## src/rtl/core_pkg.sv

```systemverilog
// Core-wide types and widths shared by the fetch/memory path.
package core_pkg;

    localparam int XLEN = 32;

    typedef enum logic [1:0] {ARB_BOOT, ARB_RUN, ARB_DRAIN} imem_arb_state_t;
    typedef enum logic [1:0] {OWN_NONE, OWN_FETCH, OWN_LOAD} imem_owner_t;

endpackage

```

## src/rtl/imem_arbiter.sv

```systemverilog
// Shares the dual-port instruction BRAM between fetch and the program loader.
// Latency: grants combinational, read response one cycle after the grant.
// Backpressure: a denied requester simply holds its request; fetch is starvation-bounded.
module imem_arbiter
    import core_pkg::*;
#(
    parameter int ADDR_WIDTH  = XLEN,
    parameter int INSTR_WIDTH = XLEN,
    parameter int STARVE_MAX  = 8
) (
    input  logic                   clk,
    input  logic                   reset,
    input  logic                   boot_hold,

    input  logic                   f_req,
    input  logic [ADDR_WIDTH-1:0]  f_addr0,
    input  logic [ADDR_WIDTH-1:0]  f_addr1,
    input  logic                   f_flush,
    output logic                   f_gnt,
    output logic                   f_rvalid,
    output logic [INSTR_WIDTH-1:0] f_rdata0,
    output logic [INSTR_WIDTH-1:0] f_rdata1,

    input  logic                   l_req,
    input  logic                   l_we,
    input  logic [ADDR_WIDTH-1:0]  l_addr,
    input  logic [INSTR_WIDTH-1:0] l_wdata,
    output logic                   l_gnt,
    output logic                   l_rvalid,
    output logic [INSTR_WIDTH-1:0] l_rdata,

    output logic                   imem_ren,
    output logic                   imem_wen,
    output logic [ADDR_WIDTH-1:0]  imem_addr0,
    output logic [ADDR_WIDTH-1:0]  imem_addr1,
    output logic [INSTR_WIDTH-1:0] imem_wdata,
    input  logic [INSTR_WIDTH-1:0] imem_rdata0,
    input  logic [INSTR_WIDTH-1:0] imem_rdata1
);

    localparam int CW = $clog2(STARVE_MAX + 1);

    imem_arb_state_t       state;
    imem_owner_t           resp_owner;
    logic [CW-1:0]         starve_cnt;
    logic                  squash_q;
    logic [ADDR_WIDTH-1:0] addr0_q;
    logic [ADDR_WIDTH-1:0] addr1_q;
    logic                  starved;

    assign starved = (starve_cnt == CW'(STARVE_MAX));

    always_comb begin
        f_gnt = 1'b0;
        l_gnt = 1'b0;
        if (!reset) begin
            case (state)
                ARB_BOOT: l_gnt = l_req;
                ARB_RUN: begin
                    if (f_req && l_req) begin
                        f_gnt = starved;
                        l_gnt = !starved;
                    end else begin
                        f_gnt = f_req;
                        l_gnt = l_req;
                    end
                end
                default: ;
            endcase
        end
    end

    // Idle cycles keep the last granted address to avoid needless BRAM address toggling.
    always_comb begin
        imem_ren   = f_gnt | (l_gnt & ~l_we);
        imem_wen   = l_gnt & l_we;
        imem_wdata = l_wdata;
        if (f_gnt) begin
            imem_addr0 = f_addr0;
            imem_addr1 = f_addr1;
        end else if (l_gnt) begin
            imem_addr0 = l_addr;
            imem_addr1 = l_addr;
        end else begin
            imem_addr0 = addr0_q;
            imem_addr1 = addr1_q;
        end
    end

    always_ff @(posedge clk or posedge reset) begin
        if (reset) begin
            state <= ARB_BOOT;
        end else begin
            case (state)
                ARB_BOOT:  if (!boot_hold) state <= ARB_RUN;
                ARB_RUN:   if (boot_hold) state <= ARB_DRAIN;
                default:   state <= ARB_BOOT;
            endcase
        end
    end

    always_ff @(posedge clk or posedge reset) begin
        if (reset) begin
            starve_cnt <= '0;
        end else if (state == ARB_RUN) begin
            if (f_req && !f_gnt) begin
                if (!starved) starve_cnt <= starve_cnt + CW'(1);
            end else begin
                starve_cnt <= '0;
            end
        end
    end

    // A flush that coincides with a new fetch grant only targets the older response,
    // so it is only remembered when no new fetch was accepted.
    always_ff @(posedge clk or posedge reset) begin
        if (reset) begin
            resp_owner <= OWN_NONE;
            squash_q   <= 1'b0;
            addr0_q    <= '0;
            addr1_q    <= '0;
        end else begin
            if (f_gnt)                resp_owner <= OWN_FETCH;
            else if (l_gnt && !l_we)  resp_owner <= OWN_LOAD;
            else                      resp_owner <= OWN_NONE;
            squash_q <= f_flush & ~f_gnt;
            if (f_gnt || l_gnt) begin
                addr0_q <= imem_addr0;
                addr1_q <= imem_addr1;
            end
        end
    end

    assign f_rvalid = (resp_owner == OWN_FETCH) & ~f_flush & ~squash_q;
    assign l_rvalid = (resp_owner == OWN_LOAD);
    assign f_rdata0 = imem_rdata0;
    assign f_rdata1 = imem_rdata1;
    assign l_rdata  = imem_rdata0;

endmodule

```

## config.mk

```make
export PLATFORM = sky130hd
export DESIGN_NAME = imem_arbiter
export DESIGN_NICKNAME = d
export VERILOG_FILES = /design/src/rtl/core_pkg.sv /design/src/rtl/imem_arbiter.sv
export SDC_FILE = /design/constraint.sdc
export NUM_CORES = 1
export LEC_CHECK = 0
export CORE_AREA = 8 8 148 150
export DETAILED_ROUTE_END_ITERATION = 7
export DIE_AREA = 0 0 156 158
export PLACE_DENSITY = 0.68
export SYNTH_ARGS = -nofsm -noshare
export SYNTH_HDL_FRONTEND = slang
export SYNTH_SLANG_ARGS = --single-unit
```

## constraint.sdc

```tcl
create_clock -name clk -period 3.49 [get_ports clk]
set_clock_uncertainty 0.2 [all_clocks]
set_input_delay 0.349 -clock clk [delete_from_list [all_inputs] [get_ports clk]]
set_output_delay 0.349 -clock clk [all_outputs]
set_load 0.005 [all_outputs]
```

# == Word-level counts from Yosys, hierarchy flattened ==
# Index checks and enable logic that the tools add are counted.
# Widths: inputs -> output; s select.
# classes
addsub,1
eq_ne,7
n_bitwise,10
reduce_logical,10
n_mux,17
# ops
operator,n
$mux 32,4
$mux 2,4
$mux 4,2
$ne 2x2->1 const B,3
$and 1x1->1,5
$mux 1,5
$add 4x1->4 const B,1
$eq 2x1->1 const B,2
$eq 4x4->1 const B,1
$not 1->1,4
$pmux 2 s2,1
$reduce_and 2->1,2
$logic_and 1x1->1,3
$logic_not 1->1,3
$eq 2x2->1 const B,1
$logic_not 2->1,1
$pmux 1 s2,1
$logic_or 1x1->1,1
$or 1x1->1,1
# totals
regBits,73
input_bits,199
out_inout_bits,198
word_cells,51

# == Depth between registers and ports, before layout ==
# Gate-level depths: netlist of run 1.
# logic_depth
word_depth,8
depth_mapped,8
depth_no_buf,6

# == Worst setup path after synthesis of run 1 ==
# No wires, ideal clock.
# synth_path
path_type,flip-flop to output port
from,reg starve_cnt[0]
to,out imem_addr0[0]
path_stages_with_launch,8
setup_slack_ns,1.278
t_required_ns,2.941
arrival_ns,1.663
path_buffers,2
cell_sequence,dfrtp_1 > inv_1 > ha_1 > and4b_1 > buf_4 > buf_4 > a211oi_4 > a221o_1
# synth_between
elab_chain_len,7
elab_cells_between_ends,10
classes_between,eq/ne (1); mux (8); reduce/logical (1)
# synth_rtl
item,line,text
from (decl),imem_arbiter.sv:45,logic [CW-1:0] starve_cnt;
from (signal assigned),imem_arbiter.sv:107,if (!starved) starve_cnt <= starve_cnt + CW'(1);
$eq 4x4->1 *,imem_arbiter.sv:51,assign starved = (starve_cnt == CW'(STARVE_MAX));
$logic_not 1->1,n/a,
$mux 1,imem_arbiter.sv:60,if (f_req && l_req) begin
$pmux 1 s2,imem_arbiter.sv:57,case (state)
$mux 1,imem_arbiter.sv:56,if (!reset) begin
$mux 32,imem_arbiter.sv:81,end else if (l_gnt) begin
$mux 32 *,imem_arbiter.sv:78,if (f_gnt) begin
to (decl),imem_arbiter.sv:34,"output logic [ADDR_WIDTH-1:0] imem_addr0,"
# Mark *: on every way between the ends. The rest lies on a longest branch, timed or not.

# == Worst setup path after layout of run 1 ==
# layout_path
from,reg starve_cnt[0]
to,out imem_addr0[18]
# The elaborated chain is that of the path after synthesis.

==> flow_summary.rst, run 1 <==
.. list-table::
   :header-rows: 1

   * - Metric
     - Value
   * - Outcome
     - finished, final reports clean
   * - Area of the core
     - roughly 20,000 µm²
   * - Routability cong.
     - a little under 0.8
   * - Most frequent cell after synthesis
     - sky130_fd_sc_hd__buf_4
   * - Number of iterations in the first detailed-routing pass
     - 4
   * - Worst Max-Slew Pin Slew
     - a little over 0.8 ns
   * - CTS Hold Buffers Added
     - 0
   * - Data arrival time of the critical path
     - around 2.7 ns
   * - P&R area growth vs syn
     - 23.0%
   * - Top flip-flop cell by instance count after synthesis
     - sky130_fd_sc_hd__dfrtp_1
   * - Initial cell density of the core
     - 27.4%
   * - Antenna fix cells
     - 0
   * - Average detailed-routed wire length per instance
     - 20.0 µm
   * - Part of the Yosys area used for sequential elements
     - between 30 and 40%
   * - Fraction of the mapped netlist area in adder cells
     - less than 1%
   * - Achievable Freq
     - around 0.3 GHz
   * - Worst flop-to-flop path endpoint
     - addr1_q[18]$_DFFE_PP0P_
   * - Final critical-path setup slack
     - 0.197 ns
   * - Count of cell types in the netlist
     - 34
   * - TritonCTS clock tree
     - yes
   * - Synth Register Bits
     - 73
   * - Clock Tree Root
     - sky130_fd_sc_hd__clkbuf_16
   * - Simple-gate share of the synthesized area
     - under 10%
   * - Largest net degree at the start of global routing
     - between 70 and 80
   * - Pwr Density
     - approximately 450 nW/µm²
   * - Synthesized area divided by synthesized cell count
     - ~11 µm²
   * - Die Footprint
     - between 20,000 and 25,000 µm²
   * - # Post-CTS Setup Buffers
     - 0
   * - Data required time at the worst endpoint
     - roughly 2.9 ns
   * - Number of stages on the worst hold path
     - 1
   * - Post-layout nets
     - ~700
   * - Crit end category
     - primary output
   * - Combined flip-flop and latch cell area
     - between 1500 and 2000 µm²
   * - HPWL Detailed
     - roughly 12,000 µm
   * - Hold Startpoint
     - addr0_q[19]$_DFFE_PP0P_
   * - Slew Limit Fails
     - 0
   * - Setup slack at placement
     - 0.212 ns
   * - Hold Path Class
     - flip-flop to flip-flop
   * - Number of flops mapped to enable cells by yosys
     - 0
   * - Netlist Area Pre-Place
     - about 5400 µm²
   * - Summed negative setup slack over all endpoints
     - 0 ns
   * - DRC
     - 0
   * - IO Port Bufs
     - between 150 and 200
   * - Synth async-reset ratio
     - 100%
   * - Cell types with the largest area share after synthesis
     - sky130_fd_sc_hd__dfrtp_1 (34%), sky130_fd_sc_hd__a221o_1 (24%), sky130_fd_sc_hd__buf_4 (18%)
   * - Vias per std cell
     - between 5 and 6
   * - Number of gates resized after CTS
     - 0
   * - Reported max-cap violation count
     - 0
   * - Most common library cells after synthesis
     - sky130_fd_sc_hd__buf_4 (131), sky130_fd_sc_hd__a221o_1 (128), sky130_fd_sc_hd__dfrtp_1 (73), sky130_fd_sc_hd__inv_1 (38), sky130_fd_sc_hd__a211oi_4 (29)
   * - First-iteration detailed-routing DRC count
     - between 200 and 250
   * - Area occupied by multi-input gates
     - around 2200 µm²
   * - Top cell type's share of synthesized area
     - 33.8%
   * - Synthesized-area fraction occupied by xor and xnor cells
     - 0%
   * - CP cell instances
     - inv_1, ha_1, and4b_4, buf_12, a211oi_1, a221o_1, clkdlybuf4s50_1
   * - Worst hold endpoint
     - addr0_q[19]$_DFFE_PP0P_
   * - Die height
     - around 160 µm
   * - Net count after synthesis
     - between 600 and 700
   * - Crit-path slowest cell
     - sky130_fd_sc_hd__a211oi_1
   * - Placement Cell Area
     - between 6000 and 7000 µm²
   * - Total wire length
     - ~16,000 µm
   * - Worst IR Drop VDD
     - around 180 µV
   * - Initial antenna violation count
     - 1
   * - Clock edge transition at the registers on the reported setup and hold paths
     - about 0.060 ns
   * - Area of all placed cells without fillers
     - between 6000 and 7000 µm²
   * - Setup-failing EPs final
     - 0
   * - Vias in the first global route
     - 4,222
   * - Fraction of final layout cells with drive strength greater than 1
     - between 10% and 20%
   * - X dimension of the die
     - 156 µm
   * - Instance count of the mapped netlist
     - 474
   * - H-Tree Depth
     - 3
   * - Cell type with the highest aggregate area in the netlist
     - sky130_fd_sc_hd__dfrtp_1
   * - Leakage Power
     - around 2.6 nW
   * - Total global routing overflow
     - 0
   * - Filler Cells Inserted
     - slightly below 2,000
   * - Startpoint types
     - flip-flop
   * - Worst Reg2Reg Path Length in Cells
     - 6
   * - Worst slew slack as a fraction of its limit
     - a little under half
   * - Number of buffers on the longest clock path
     - 2
   * - Class of the most critical setup path
     - flip-flop to primary output
   * - Number of warnings printed during yosys synthesis
     - 0
   * - Source-to-sink clock delay at the later pin of the worst-skew pair
     - 0.34 ns
   * - Multiplexer area fraction after synthesis
     - 0.394%
   * - Hold violation count in the final report
     - 0
   * - Biggest cell delay along the critical path
     - ~0.53 ns
   * - # clock sinks
     - 73
   * - GRT Util Overall
     - 12.6%
   * - Final critical delay including setup and external delays
     - roughly 3.3 ns
   * - Minimum setup slack among reg-to-reg paths
     - between 1 and 1.5 ns
   * - Main combinational cell family by area after synthesis
     - compound AO/OA/AOI/OAI gates
   * - Period utilization
     - 94.3%
   * - Vias
     - between 4,000 and 5,000
   * - I/O pins
     - 397
   * - Crit Reg-Reg Startpoint
     - starve_cnt[0]$_DFFE_PP0P_
   * - Inserted Clock Buffers
     - 9
   * - Top fanout value on the critical path
     - 17
   * - Setup repair after global routing missed its margin
     - no
   * - Placement Rows
     - 52
   * - Wire length of the first global-routing pass
     - roughly 24,000 µm
   * - Number of nets with antenna violations after routing
     - 0
   * - Synthesized-area fraction occupied by ao, oa, aoi and oai cells
     - between 30% and 40%
[through the flow]
| step | hold slack (ns) | cells | util (%) | total power [W] |
|---|---|---|---|---|
| 6_report | 0.316 | 778 | 33.7 | 0.00297 |
| 5_1_grt | 0.330 | 778 | 33.7 | 0.00315 |
| 4_1_cts | 0.319 | 778 | 33.7 | 0.00303 |
| 3_5_place_dp | 0.299 | 762 | 32.3 | 0.00211 |
| 3_3_place_gp | 0.296 | 762 | 32.3 | 0.00208 |
| 2_1_floorplan | 0.210 | 474 | - | 0.00173 |
[flip-flops by register name, indices dropped and copies added (netlist names)]
name / count
addr1_q: 32
resp_owner: 2
state: 2
squash_q: 1
starve_cnt: 4
addr0_q: 32
[critical path: cells and delay by family (launching register included)]
family	cells	cell delay (ns)
compound gates	2	0.73
fa+ha+maj	1	0.25
buf+inv	3	0.78
flops	1	0.38
simple gates	1	0.25
[area by class of cell]
cell class	instances	share of cell area (%)
clock buffer	9	3.39
timing repair buffer	186	28.4
clock inverter	7	0.828
tap	270	5.08
sequential	73	27.5
multi-input combinational	195	32.6
inverter	38	2.16
[report_power, final]
group	leakage, nW	internal (W)	switching [W]
clock	0.121	0.000486	0.000402
combinational	1.53	0.000610	0.000394
sequential	0.909	0.000989	0.0000916
total	2.56	0.00209	0.000888
[cell families (layout without fill, tap and decap cells)]
| kind of cell | count (synthesis) | after routing |
|---|---|---|
| AO/OA/AOI/OAI | 170 | 170 |
| adder cells (fa/ha/maj) | 2 | 2 |
| buffers and inverters | 206 | 240 |
| flip-flops | 73 | 73 |
| multiplexers | 2 | 2 |
| AND/OR/NAND/NOR | 21 | 21 |
[placed cells by master (no fill, tap or decap), drive strengths merged]
master         synthesis  layout
ha                     2       2
clkinv                 0       1
o21bai                 1       1
a221o                128     128
a211oi                32      32
clkbuf                 4       9
or3b                   1       1
nor4b                  1       1
nand4bb                1       1
clkdlybuf4s50          0     172
or2                    1       1
nor2b                  2       2
inv                   38      39
o22ai                  1       1
a21oi                  3       3
nand3b                 3       3
and2                   2       2
a21o                   1       1
a2111oi                1       1
o21ai                  1       1
nand3                  1       1
or3                    1       1
dfrtp                 73      73
mux2                   1       1
a211o                  1       1
a32o                   1       1
nand2b                 2       2
nor2                   3       3
mux2i                  1       1
nor3b                  2       2
and4b                  1       1
clkinvlp               0       5
buf                  164      14
[per-layer routing]
layer	GRT usage, %	up-vias	share of wire, %
met4	5.59	2	2.5
li1	-	1744	-
met5	0	-	0.083
met2	20.5	192	49
met1	14.1	2033	39
met3	5.51	44	9.2
[how the worst max path moves through the flow]
stage                     cells past startpoint  slack, ns                      to                       from
after floorplan                               1       1.09  addr0_q[0]$_DFFE_PP0P_                      reset
after global routing                          7       0.04          imem_addr1[31]  starve_cnt[0]$_DFFE_PP0P_
after CTS                                     7       0.14          imem_addr1[31]  starve_cnt[0]$_DFFE_PP0P_
final                                         7       0.20          imem_addr0[18]  starve_cnt[0]$_DFFE_PP0P_
after global placement                        5       0.24          imem_addr1[31]                      l_req
after detailed placement                      5       0.21          imem_addr1[31]                      l_req
(Power assumes the default switching activity.)
==> inputs of run 2 (changes only) <==
--- a/config.mk
+++ b/config.mk
@@ -5,10 +5,10 @@
 export SDC_FILE = /design/constraint.sdc
 export NUM_CORES = 1
 export LEC_CHECK = 0
-export CORE_AREA = 8 8 148 150
+export CORE_AREA = 3 3 151 153
 export DETAILED_ROUTE_END_ITERATION = 7
-export DIE_AREA = 0 0 156 158
-export PLACE_DENSITY = 0.68
+export DIE_AREA = 0 0 154 156
+export PLACE_DENSITY = 0.63
 export SYNTH_ARGS = -nofsm -noshare
 export SYNTH_HDL_FRONTEND = slang
 export SYNTH_SLANG_ARGS = --single-unit
==> flow_summary.rst, run 2 (synthesized netlist as in run 1, its figures left out) <==
.. list-table::
   :header-rows: 1

   * - Metric
     - Value
   * - Outcome
     - finished, final reports clean
   * - Hold Path Class
     - flip-flop to flip-flop
   * - Worst IR Drop VDD
     - 204 µV (+11%)
   * - Class of the most critical setup path
     - flip-flop to primary output
   * - GRT Util Overall
     - 10.9% (-1.7 points)
   * - Post-layout nets
     - 703 (-0.14%)
   * - Vias
     - 3,902 (-2.8%)
   * - Worst Max-Slew Pin Slew
     - 0.638 ns (-0.176 ns)
   * - Data required time at the worst endpoint
     - 2.94 ns (about the same)
   * - Fraction of final layout cells with drive strength greater than 1
     - 13.0% (-0.17 points)
   * - Slew Limit Fails
     - 0 (unchanged)
   * - Global-route track usage on met3
     - 4.44% (-1.1 points)
   * - P&R area growth vs syn
     - 24.7%
   * - Clock Tree Root
     - sky130_fd_sc_hd__clkbuf_16
   * - Setup-failing EPs final
     - 0 (unchanged)
   * - H-Tree Depth
     - 3 (unchanged)
   * - Initial cell density of the core
     - 24.9% (-2.5 points)
   * - I/O pins
     - 397 (unchanged)
   * - Reported max-cap violation count
     - 0 (unchanged)
   * - Final core utilization
     - 31.1% (-2.6 points)
   * - # Post-CTS Setup Buffers
     - 0 (unchanged)
   * - Largest net degree at the start of global routing
     - 69 (-2.8%)
   * - Total global routing overflow
     - 0 (unchanged)
   * - Number of nets with antenna violations after routing
     - 0 (unchanged)
   * - Number of buffers on the longest clock path
     - 2 (unchanged)
   * - Setup repair after global routing missed its margin
     - no
   * - Area of the core
     - 21,700 µm² (+10%)
   * - Vias per std cell
     - 4.96 (-3.9%)
   * - Wire length of the first global-routing pass
     - 20,900 µm (-13%)
   * - Period utilization
     - 93.6% (-0.71 points)
   * - Total wire length
     - 13,400 µm (-14%)
   * - Cell family with most CP delay
     - buffers and inverters
   * - Final critical delay including setup and external delays
     - 3.27 ns (-0.0249 ns)
   * - Achievable Freq
     - 0.306 GHz (+0.76%)
   * - IO Port Bufs
     - 172 (unchanged)
   * - Antenna fix cells
     - 0 (unchanged)
   * - Most used cells in the layout excluding fill and tap cells
     - sky130_fd_sc_hd__clkdlybuf4s50_1 (172), sky130_fd_sc_hd__a221o_1 (128), sky130_fd_sc_hd__dfrtp_1 (72)
   * - Inserted Clock Buffers
     - 9 (unchanged)
   * - DRC
     - 0 (unchanged)
   * - Average detailed-routed wire length per instance
     - 17.1 µm (-15%)
   * - Die height
     - 156 µm (-1.3%)
   * - Die Footprint
     - 24,000 µm² (-2.5%)
   * - Biggest cell delay along the critical path
     - 0.45 ns (-0.08 ns)
   * - Final critical-path setup slack
     - 0.222 ns (+0.0249 ns)
   * - Gr busiest metal
     - met2
   * - Initial antenna violation count
     - 0 (-1)
   * - CP cell instances
     - inv_1, ha_1, and4b_4, buf_4, a211oi_4, a221o_1, clkdlybuf4s50_1
   * - Number of gates resized after CTS
     - 0 (unchanged)
   * - Pwr Density
     - 467 nW/µm² (+4.4%)
   * - Top fanout value on the critical path
     - 13 (-4)
   * - Placement Rows
     - 54 (+3.8%)
   * - Routability cong.
     - 0.741 (-6.2%)
   * - Source-to-sink clock delay at the later pin of the worst-skew pair
     - 0.33 ns (about the same)
   * - Hold violation count in the final report
     - 0 (unchanged)
   * - Startpoint types
     - flip-flop
   * - Data arrival time of the critical path
     - 2.72 ns (-0.02 ns)
   * - X dimension of the die
     - 154 µm (-1.3%)
   * - Setup slack at placement
     - 0.301 ns (+0.0886 ns)
   * - Count of buffering cells on the critical path with inverters included
     - 3 (unchanged)
   * - # clock sinks
     - 73 (unchanged)
   * - Worst slew slack as a fraction of its limit
     - 57.5% (+12 points)
   * - Crit-path slowest cell
     - sky130_fd_sc_hd__clkdlybuf4s50_1
   * - Clock edge transition at the registers on the reported setup and hold paths
     - 0.06 ns (about the same)
   * - Most common cell after layout, fill and taps aside
     - sky130_fd_sc_hd__clkdlybuf4s50_1
   * - TritonCTS clock tree
     - yes
   * - Number of iterations in the first detailed-routing pass
     - 4 (unchanged)
   * - Registers with the most flip-flops
     - addr0_q: 32 flops, addr1_q: 32 flops, starve_cnt: 4 flops
   * - CTS Hold Buffers Added
     - 0 (unchanged)
   * - HPWL Detailed
     - 9620 µm (-17%)
   * - Crit end category
     - primary output
   * - First-iteration detailed-routing DRC count
     - 204 (-2.4%)
   * - Met2 Use GR
     - 17.6% (-2.9 points)
   * - Vias in the first global route
     - 3,924 (-7.1%)
   * - Met1 track demand over resource in global routing
     - 13.1% (-0.97 points)
   * - Summed negative setup slack over all endpoints
     - 0 ns (unchanged)
   * - Leakage Power
     - 2.62 nW (+2.3%)
## run 2: cell count changes in the layout (fill, tap and decap cells not counted)
cell / previous run / this run
sky130_fd_sc_hd__clkinv_4: 0 / 1
sky130_fd_sc_hd__clkinvlp_4: 5 / 0
sky130_fd_sc_hd__bufinv_16: 0 / 3
sky130_fd_sc_hd__clkinv_2: 1 / 3
sky130_fd_sc_hd__buf_4: 9 / 6
sky130_fd_sc_hd__inv_6: 2 / 1
sky130_fd_sc_hd__buf_12: 5 / 7
## run 2: final cells by class
type	instances	area, µm²
Clock inverter	7	118
Fill cell	2188	14900
Tap cell	280	350
Clock buffer	9	225
Timing Repair Buffer	185	1910
Inverter	38	144
Multi-Input combinational cell	195	2160
Sequential cell	73	1830
## run 2: final timing paths
path	end	startpoint	slack (ns)	depth (start not counted)
min in group asynchronous	addr1_q[31]$_DFFE_PP0P_	reset	0.35	2
setup / recovery	imem_addr1[14]	starve_cnt[0]$_DFFE_PP0P_	0.22	7
hold / removal	addr1_q[6]$_DFFE_PP0P_	addr1_q[6]$_DFFE_PP0P_	0.31	1
max in group asynchronous	state[0]$_DFFE_PP0P_	reset	2.10	3
setup reg to reg	addr1_q[11]$_DFFE_PP0P_	starve_cnt[0]$_DFFE_PP0P_	1.24	6
hold reg to reg	addr1_q[6]$_DFFE_PP0P_	addr1_q[6]$_DFFE_PP0P_	0.31	1
## run 2: per-layer routing
metal  vias up  wire, µm
li1       1738         -
met1      1958      5730
met2       166      6340
met3        40      1070
met4         0       308
met5         -         0
## run 2: power breakdown
group / internal (W) / switching, W
logic: 0.000610 / 0.000378
registers: 0.000989 / 0.0000871
clock network: 0.000700 / 0.000382
total: 0.00230 / 0.000848
## run 2: stage by stage
stage / cells / total power, W / hold slack, ns / area [µm²]
2_1_floorplan: 474 / 0.00173 / 0.210 / 5400
6_report: 787 / 0.00315 / 0.312 / 6740
3_5_place_dp: 771 / 0.00209 / 0.299 / 6400
3_3_place_gp: 771 / 0.00208 / 0.297 / 6400
5_1_grt: 787 / 0.00333 / 0.322 / 6740
4_1_cts: 787 / 0.00321 / 0.319 / 6740
